<file path="src/rtl/serial_subtractor_pkg.sv">
// Shared definitions for the serial arithmetic blocks.
//   DEFAULT_W : default operand/result width
//   state_t   : handshake FSM states (IDLE, RUN, DONE)
package serial_arith_defs;

  localparam int DEFAULT_W = 4;

  typedef enum logic [1:0] {
    ST_IDLE = 2'd0,
    ST_RUN  = 2'd1,
    ST_DONE = 2'd2
  } state_t;

endpackage

</file>
<file path="src/rtl/serial_subtractor_full_subtractor.sv">
// 1-bit combinational full subtractor: d = a - b - bin.
// Ports:
//   a, b  : operand bits (minuend, subtrahend)
//   bin   : borrow in from the less significant bit
//   d     : difference bit
//   bout  : borrow out to the more significant bit
module full_subtractor (
  input  logic a,
  input  logic b,
  input  logic bin,
  output logic d,
  output logic bout
);

  assign d    = a ^ b ^ bin;
  // Borrow when b exceeds a outright, or when the bits match and a
  // borrow is already pending from below.
  assign bout = (~a & b) | (~(a ^ b) & bin);

endmodule

</file>
<file path="src/rtl/serial_subtractor.sv">
// Bit-serial W-bit subtractor: D = A - B, LSB first, one bit per clock.
// Ports:
//   clk, rst : clock, asynchronous active-high reset
//   start    : launch request, accepted in IDLE or DONE
//   A, B     : minuend / subtrahend, sampled on the accepting edge
//   busy     : high while bits are being processed
//   done     : one-cycle pulse when D/Bout take a new result
//   D, Bout  : difference modulo 2^W and borrow out (A < B)
module serial_subtractor
  import serial_arith_defs::*;
#(
  parameter int W = DEFAULT_W
) (
  input  logic         clk,
  input  logic         rst,
  input  logic         start,
  input  logic [W-1:0] A,
  input  logic [W-1:0] B,
  output logic         busy,
  output logic         done,
  output logic [W-1:0] D,
  output logic         Bout
);

  localparam int CW = $clog2(W);
  localparam logic [CW-1:0] CNT_LAST = CW'(W - 1);

  state_t         state_q, state_d;
  logic [W-1:0]   ra_q, ra_d;
  logic [W-1:0]   rb_q, rb_d;
  logic           borrow_q, borrow_d;
  logic [CW-1:0]  cnt_q, cnt_d;
  logic [W-1:0]   d_q, d_d;
  logic           bout_q, bout_d;

  logic           fs_d;
  logic           fs_bout;

  full_subtractor u_fs (
    .a    (ra_q[0]),
    .b    (rb_q[0]),
    .bin  (borrow_q),
    .d    (fs_d),
    .bout (fs_bout)
  );

  // Next-state logic. Each difference bit is shifted into the MSB that
  // the minuend register vacates, so ra doubles as the result
  // accumulator: after W shifts it holds the complete difference.
  always_comb begin
    state_d  = state_q;
    ra_d     = ra_q;
    rb_d     = rb_q;
    borrow_d = borrow_q;
    cnt_d    = cnt_q;
    d_d      = d_q;
    bout_d   = bout_q;

    case (state_q)
      ST_IDLE, ST_DONE: begin
        state_d = ST_IDLE;
        if (start) begin
          ra_d     = A;
          rb_d     = B;
          borrow_d = 1'b0;
          cnt_d    = '0;
          state_d  = ST_RUN;
        end
      end
      ST_RUN: begin
        ra_d     = {fs_d, ra_q[W-1:1]};
        rb_d     = rb_q >> 1;
        borrow_d = fs_bout;
        if (cnt_q == CNT_LAST) begin
          d_d     = {fs_d, ra_q[W-1:1]};
          bout_d  = fs_bout;
          cnt_d   = '0;
          state_d = ST_DONE;
        end else begin
          cnt_d = cnt_q + 1'b1;
        end
      end
      default: state_d = ST_IDLE;
    endcase
  end

  // State and datapath registers; reset abandons any operation in flight.
  always_ff @(posedge clk or posedge rst) begin
    if (rst) begin
      state_q  <= ST_IDLE;
      ra_q     <= '0;
      rb_q     <= '0;
      borrow_q <= 1'b0;
      cnt_q    <= '0;
      d_q      <= '0;
      bout_q   <= 1'b0;
    end else begin
      state_q  <= state_d;
      ra_q     <= ra_d;
      rb_q     <= rb_d;
      borrow_q <= borrow_d;
      cnt_q    <= cnt_d;
      d_q      <= d_d;
      bout_q   <= bout_d;
    end
  end

  assign busy = (state_q == ST_RUN);
  assign done = (state_q == ST_DONE);
  assign D    = d_q;
  assign Bout = bout_q;

endmodule

</file>
<file path="config.mk">
export PLATFORM = sky130hd
export DESIGN_NAME = serial_subtractor
export DESIGN_NICKNAME = d
export VERILOG_FILES = /design/src/rtl/serial_subtractor_pkg.sv /design/src/rtl/serial_subtractor_full_subtractor.sv /design/src/rtl/serial_subtractor.sv
export SDC_FILE = /design/constraint.sdc
export NUM_CORES = 1
export LEC_CHECK = 0
export BUFFER_PORTS_ARGS = -buffer_cell sky130_fd_sc_hd__buf_4
export CAP_MARGIN = 20
export CELL_PAD_IN_SITES_DETAIL_PLACEMENT = 0
export CELL_PAD_IN_SITES_GLOBAL_PLACEMENT = 1
export CORE_AREA = 2 2 52 54
export DETAILED_ROUTE_END_ITERATION = 7
export DIE_AREA = 0 0 54 56
export PLACE_DENSITY = 0.74
export SYNTH_ARGS = -nofsm -noshare
export SYNTH_HDL_FRONTEND = slang
export SYNTH_SLANG_ARGS = --single-unit
</file>
<file path="constraint.sdc">
create_clock -name clk -period 1.3 [get_ports clk]
set_clock_uncertainty 0.1 [all_clocks]
set_input_delay 0.195 -clock clk [delete_from_list [all_inputs] [get_ports clk]]
set_output_delay 0.195 -clock clk [all_outputs]
set_load 0.02 [all_outputs]
</file>
-- Yosys cells after proc, flatten, opt, wreduce, memory -nomap -nowiden
Index checks and enable logic that the tools add are counted.
- output and inout port bits: 7
- register bits after elaboration: 18
- word-level logic and storage cells: 37
- bits of input ports: 11
- equality and inequality tests: 5
- mux-type cells: 12
- bitwise gates (word level): 7
- reductions and logical operators: 5
- add/subtract/negate cells: 1
- operator list (kind ; number):
    case mux 4 bit (2 select lines) ; 2
    two-way mux 4 bit ; 2
    case mux 2 bit (2 select lines) ; 2
    two-way mux 2 bit ; 3
    equality test 2 bit, second input constant ; 2
    AND reduction 2 bit ; 2
    adder 2 x 1 -> 2 bit, second input constant ; 1
    bitwise AND 1 bit ; 2
    equality test 2 x 1 -> 1 bit, second input constant ; 1
    logical NOT 2 bit ; 1
    two-way mux 1 bit ; 2
    inequality test 2 x 1 -> 1 bit, second input constant ; 1
    inequality test 2 bit, second input constant ; 1
    inverter 1 bit ; 2
    case mux 1 bit (2 select lines) ; 1
    nonzero test 2 bit ; 1
    OR reduction 2 bit ; 1
    bitwise XOR 1 bit ; 2
    OR 1 bit ; 1

-- Logic depth before layout (Yosys ltp)
- depth in word-level cells: 5
- mapped depth: 5
- depth with buffers taken out: 4

-- By module
From an unflattened synthesis, not the netlist that was laid out.
- cells, all modules: 71
- area, all modules: 859.6 um2
- by module, submodules not included (module ; instances ; cells an instance ; area each (um2)):
    serial_subtractor ; 1 ; 67 ; 828.3
    full_subtractor ; 1 ; 4 ; 31.3

-- Worst setup path before layout
No wires, ideal clock.
- path kind: register to register
- from: reg rb_q[0]
- to: reg d_q[3], in the netlist D[3]
- required time: 1.075 ns
- period minus slack after synthesis: 1.343 ns
- path buffers: 0
- setup slack: -0.043 ns
- data arrival time: 1.118 ns
- cell stages (with the launch flop): 4
- path through: dfrtp_1 > inv_1 > fa_1 > mux2_2
- word-level cells in the longest chain between the ends: 2
- ends and longest elaborated chain (what ; line ; source):
    start: declaration ; serial_subtractor.sv:30 ; logic [W-1:0] rb_q, rb_d;
    start signal: assignment ; serial_subtractor.sv:100 ; rb_q <= rb_d;
    bitwise XOR 1 bit (2 in a row) ; serial_subtractor_full_subtractor.sv:15 ; assign d = a ^ b ^ bin;
    net fs_d ; serial_subtractor.sv:36 ; logic fs_d;
    end signal: assignment ; serial_subtractor.sv:95 ; d_q <= '0;
    end signal: assignment ; serial_subtractor.sv:103 ; d_q <= d_d;
    end: declaration ; serial_subtractor.sv:33 ; logic [W-1:0] d_q, d_d;
The timed path passes the listed nets, and every way through them passes these cells.
A chain may end at the register's enable or synchronous reset.

-- Worst setup path in the final report
- from: reg borrow_q
- to: reg d_q[3], in the netlist D[3]
- word-level cells in the longest chain between the ends: 1
- ends and longest elaborated chain (what ; line ; source):
    start: declaration ; serial_subtractor.sv:31 ; logic borrow_q, borrow_d;
    start signal: assignment ; serial_subtractor.sv:101 ; borrow_q <= borrow_d;
    bitwise XOR 1 bit ; serial_subtractor_full_subtractor.sv:15 ;
    net fs_d ; serial_subtractor.sv:36 ;
The timed path passes the listed nets, and every way through them passes these cells.

==> metrics.txt <==
status=complete, but fails checks; failing checks=setup timing; WS Path Type=flip-flop to flip-flop; worst-case clock buffer depth=2; fin crit share=1.09; clk sinks=18; CTS tree=done; Die H=56 um; count of different cell masters after synthesis=24; Final Max Tran Viols=0; YS warnings=0; Syn Nets=92; reg2reg start=borrow_q$_DFFE_PP0P_; diodes inserted=0; drt via density=4.67; overall routing resource usage=0.148; row count=18; Hold Crit Start=B[3]; Clock transition at path regs=0.11 ns; CP Data Required Time=1.39 ns; hold_ws=0.0396 ns; Initial Util=0.363; HPWL Detailed=1310 um; worst-case reg-to-reg path depth=3; crit end category=flip-flop; number of port buffers=17; sequential area share after synthesis=0.510; sw frac=0.371; # H-tree levels=1; worst-skew pair later-pin latency=0.29 ns; CP delay by family, top=adder cells; RSZ-0062 raised after global routing=true; Worst Hold Depth=2; via count of the first global-routing pass=689; Synth top area share=0.510; Seq cells post-synth=18; Clock Power Share=0.111; post-synth top area cell=dfrtp_1; Worst slew margin=0.839; Residual DRC=0; DIE WIDTH=54 um; pwr/cell area=2490 nW/um2; area of the core=2430 um2; max cap viols=0; grt ovf=0; Pre-antenna DRT Iters=4; # IOs=18; Setup WS post-layout=-0.118 ns; Routed Wire Length=1890 um; Synth Cell Area=883 um2; Max Clk Rate=705 MHz; die area=3020 um2; FILL cells=229; worst slack at placement=-0.0740 ns; Startpoint Class=flip-flop; dominant cells by area after synthesis=dfrtp_1 51%, mux2_2 6.4%, mux2i_1 5.7%, nor2b_1 5.0%, a211oi_1 4.2%; # setup viols final=10; fin nets=129; worst vdd ir=1160 uV; layout cells sized above 1=0.478; Final ANT Viol Nets=0; placed insts=135; sequential share of power=0.339; power after layout=3.11 mW; EDFF count, synth=0; ys async rst share=1.00; P_sw=1.15 mW; Worst R2R End=D[3]$_DFFE_PP0P_; Syn Inst Count=79; total CTS buffers=3; most common cell in the netlist=dfrtp_1; global-route wire length before repair=3260 um; Hold Path Sink=rb_q[3]$_DFFE_PP0P_; HP Class=input port to flip-flop; Root Driver=clkbuf_4; Min Clock Period, post-route=1.42 ns; area grow syn2layout=41.1%; buffers and inverters on the worst path=1; routed wire length per instance=13.0 um; r2r setup slk=-0.12 ns; Hold Fails Final Rpt=0; slowest CP cell=fa_1; syn avg cell area=11.2 um2; cells along the critical path=inv_2 -> fa_1 -> mux2_4; Finished Layout Cells=145; Arr. time, crit path=1.50 ns; Post-synth top cells=18 x dfrtp_1, 7 x nor2b_1, 6 x a21oi_1, 6 x inv_1; Max stage delay on crit path=0.51 ns; P_int=1.95 mW; largest net degree at the start of global routing=19; First DRT Iteration DRCs=9; Slew @ Worst Pin=0.241 ns; CP Max Fanout=2; gpl congestion=0.761; P_leak=0.588 nW; Post-synth top flop=dfrtp_1; detailed-route via count=677; initial antenna violation count=0; Comb pwr share=0.550
==> state kept, by name (all words and copies together), names as in the netlist <==
name / count
D: 4
ra_q: 4
rb_q: 4
cnt_q: 2
state_q: 2
Bout: 1
borrow_q: 1
==> placed cells by master, fill, tap and decap left out, types with 2 or more instances in the layout <==
cell      instances
nor3_1            2
mux2i_1           5
nand2b_1          2
clkbuf_4          3
mux2_2            3
buf_4            31
o21ai_0           2
inv_2             3
mux2_4            2
buf_6             4
nor2b_1           6
nor2_1            3
dfrtp_2           2
inv_1             3
a21oi_1           6
dfrtp_1          16
a211oi_1          5
nand2_1           2
==> routing by layer <==
| layer | vias up | GRT usage | share of wire |
|---|---|---|---|
| met5 | - | 0 | 0 |
| met4 | 0 | 0.0643 | 0.010 |
| met3 | 2 | 0.0161 | 0.010 |
| met2 | 6 | 0.218 | 0.49 |
| met1 | 323 | 0.214 | 0.49 |
| li1 | 346 | - | - |
==> worst max-delay path by stage <==
stage	end	cells after the start	startpoint	slack, ns
global route	busy	3	state_q[1]$_DFFE_PP0P_	-0.16
global placement	D[3]$_DFFE_PP0P_	3	borrow_q$_DFFE_PP0P_	-0.04
detailed placement	D[3]$_DFFE_PP0P_	3	borrow_q$_DFFE_PP0P_	-0.07
finish	D[3]$_DFFE_PP0P_	3	borrow_q$_DFFE_PP0P_	-0.12
CTS	done	3	state_q[1]$_DFFE_PP0P_	-0.12
floorplan	D[3]$_DFFE_PP0P_	3	borrow_q$_DFFE_PP0P_	-0.03
==> through the flow <==
stage	TNS [ns]	cell area, um2	util
4_1_cts	-0.818	1210	0.499
2_1_floorplan	-0.0289	883	-
5_1_grt	-1.24	1250	0.512
3_3_place_gp	-0.142	1120	0.459
3_5_place_dp	-0.185	1120	0.459
6_report	-0.546	1250	0.512
==> area by class of cell <==
| cell class | count | area, um2 | area share |
|---|---|---|---|
| inverters | 6 | 22.5 | 0.0181 |
| repair buffers | 36 | 288 | 0.231 |
| multi-input cells | 51 | 409 | 0.328 |
| well taps | 30 | 37.5 | 0.0301 |
| clock buffers | 4 | 36.3 | 0.0291 |
| flip-flops and latches | 18 | 453 | 0.363 |
==> power by group through the flow <==
stage                     Combinational [mW]  Sequential [mW]  Clock, mW
after CTS                               1.64             1.04      0.352
final                                   1.71             1.05      0.344
after global routing                    1.89             1.10      0.392
after global placement                  1.42             1.05          0
after floorplan                        0.867             1.08          0
after detailed placement                1.46             1.06          0
==> worst reg2reg max path, cell delays in order, from the launching register on <==
cell and delay (ns):
dfrtp_1 0.38, inv_2 0.05, fa_1 0.51, mux2_4 0.28
==> cell families (layout without fill, tap and decap cells) <==
group | after synthesis | in the layout | share of synthesized area
flops | 18 | 18 | 0.510
compound gates | 19 | 19 | 0.135
buf+inv | 10 | 46 | 0.0581
fa+ha+maj | 2 | 2 | 0.0368
simple gates | 20 | 20 | 0.140
mux | 10 | 10 | 0.120
==> repair_timing <==
| item | CTS | global route |
|---|---|---|
| buffers inserted | 4 | 1 |
| pin swaps | 5 | 4 |
| hold buffers | 1 | 0 |
| endpoints found under the setup margin | 9 | 15 |
| endpoints found under the hold margin | 18 | 0 |
| resized for setup | 9 | 7 |
No activity file was read; power rests on OpenSTA's default activity.
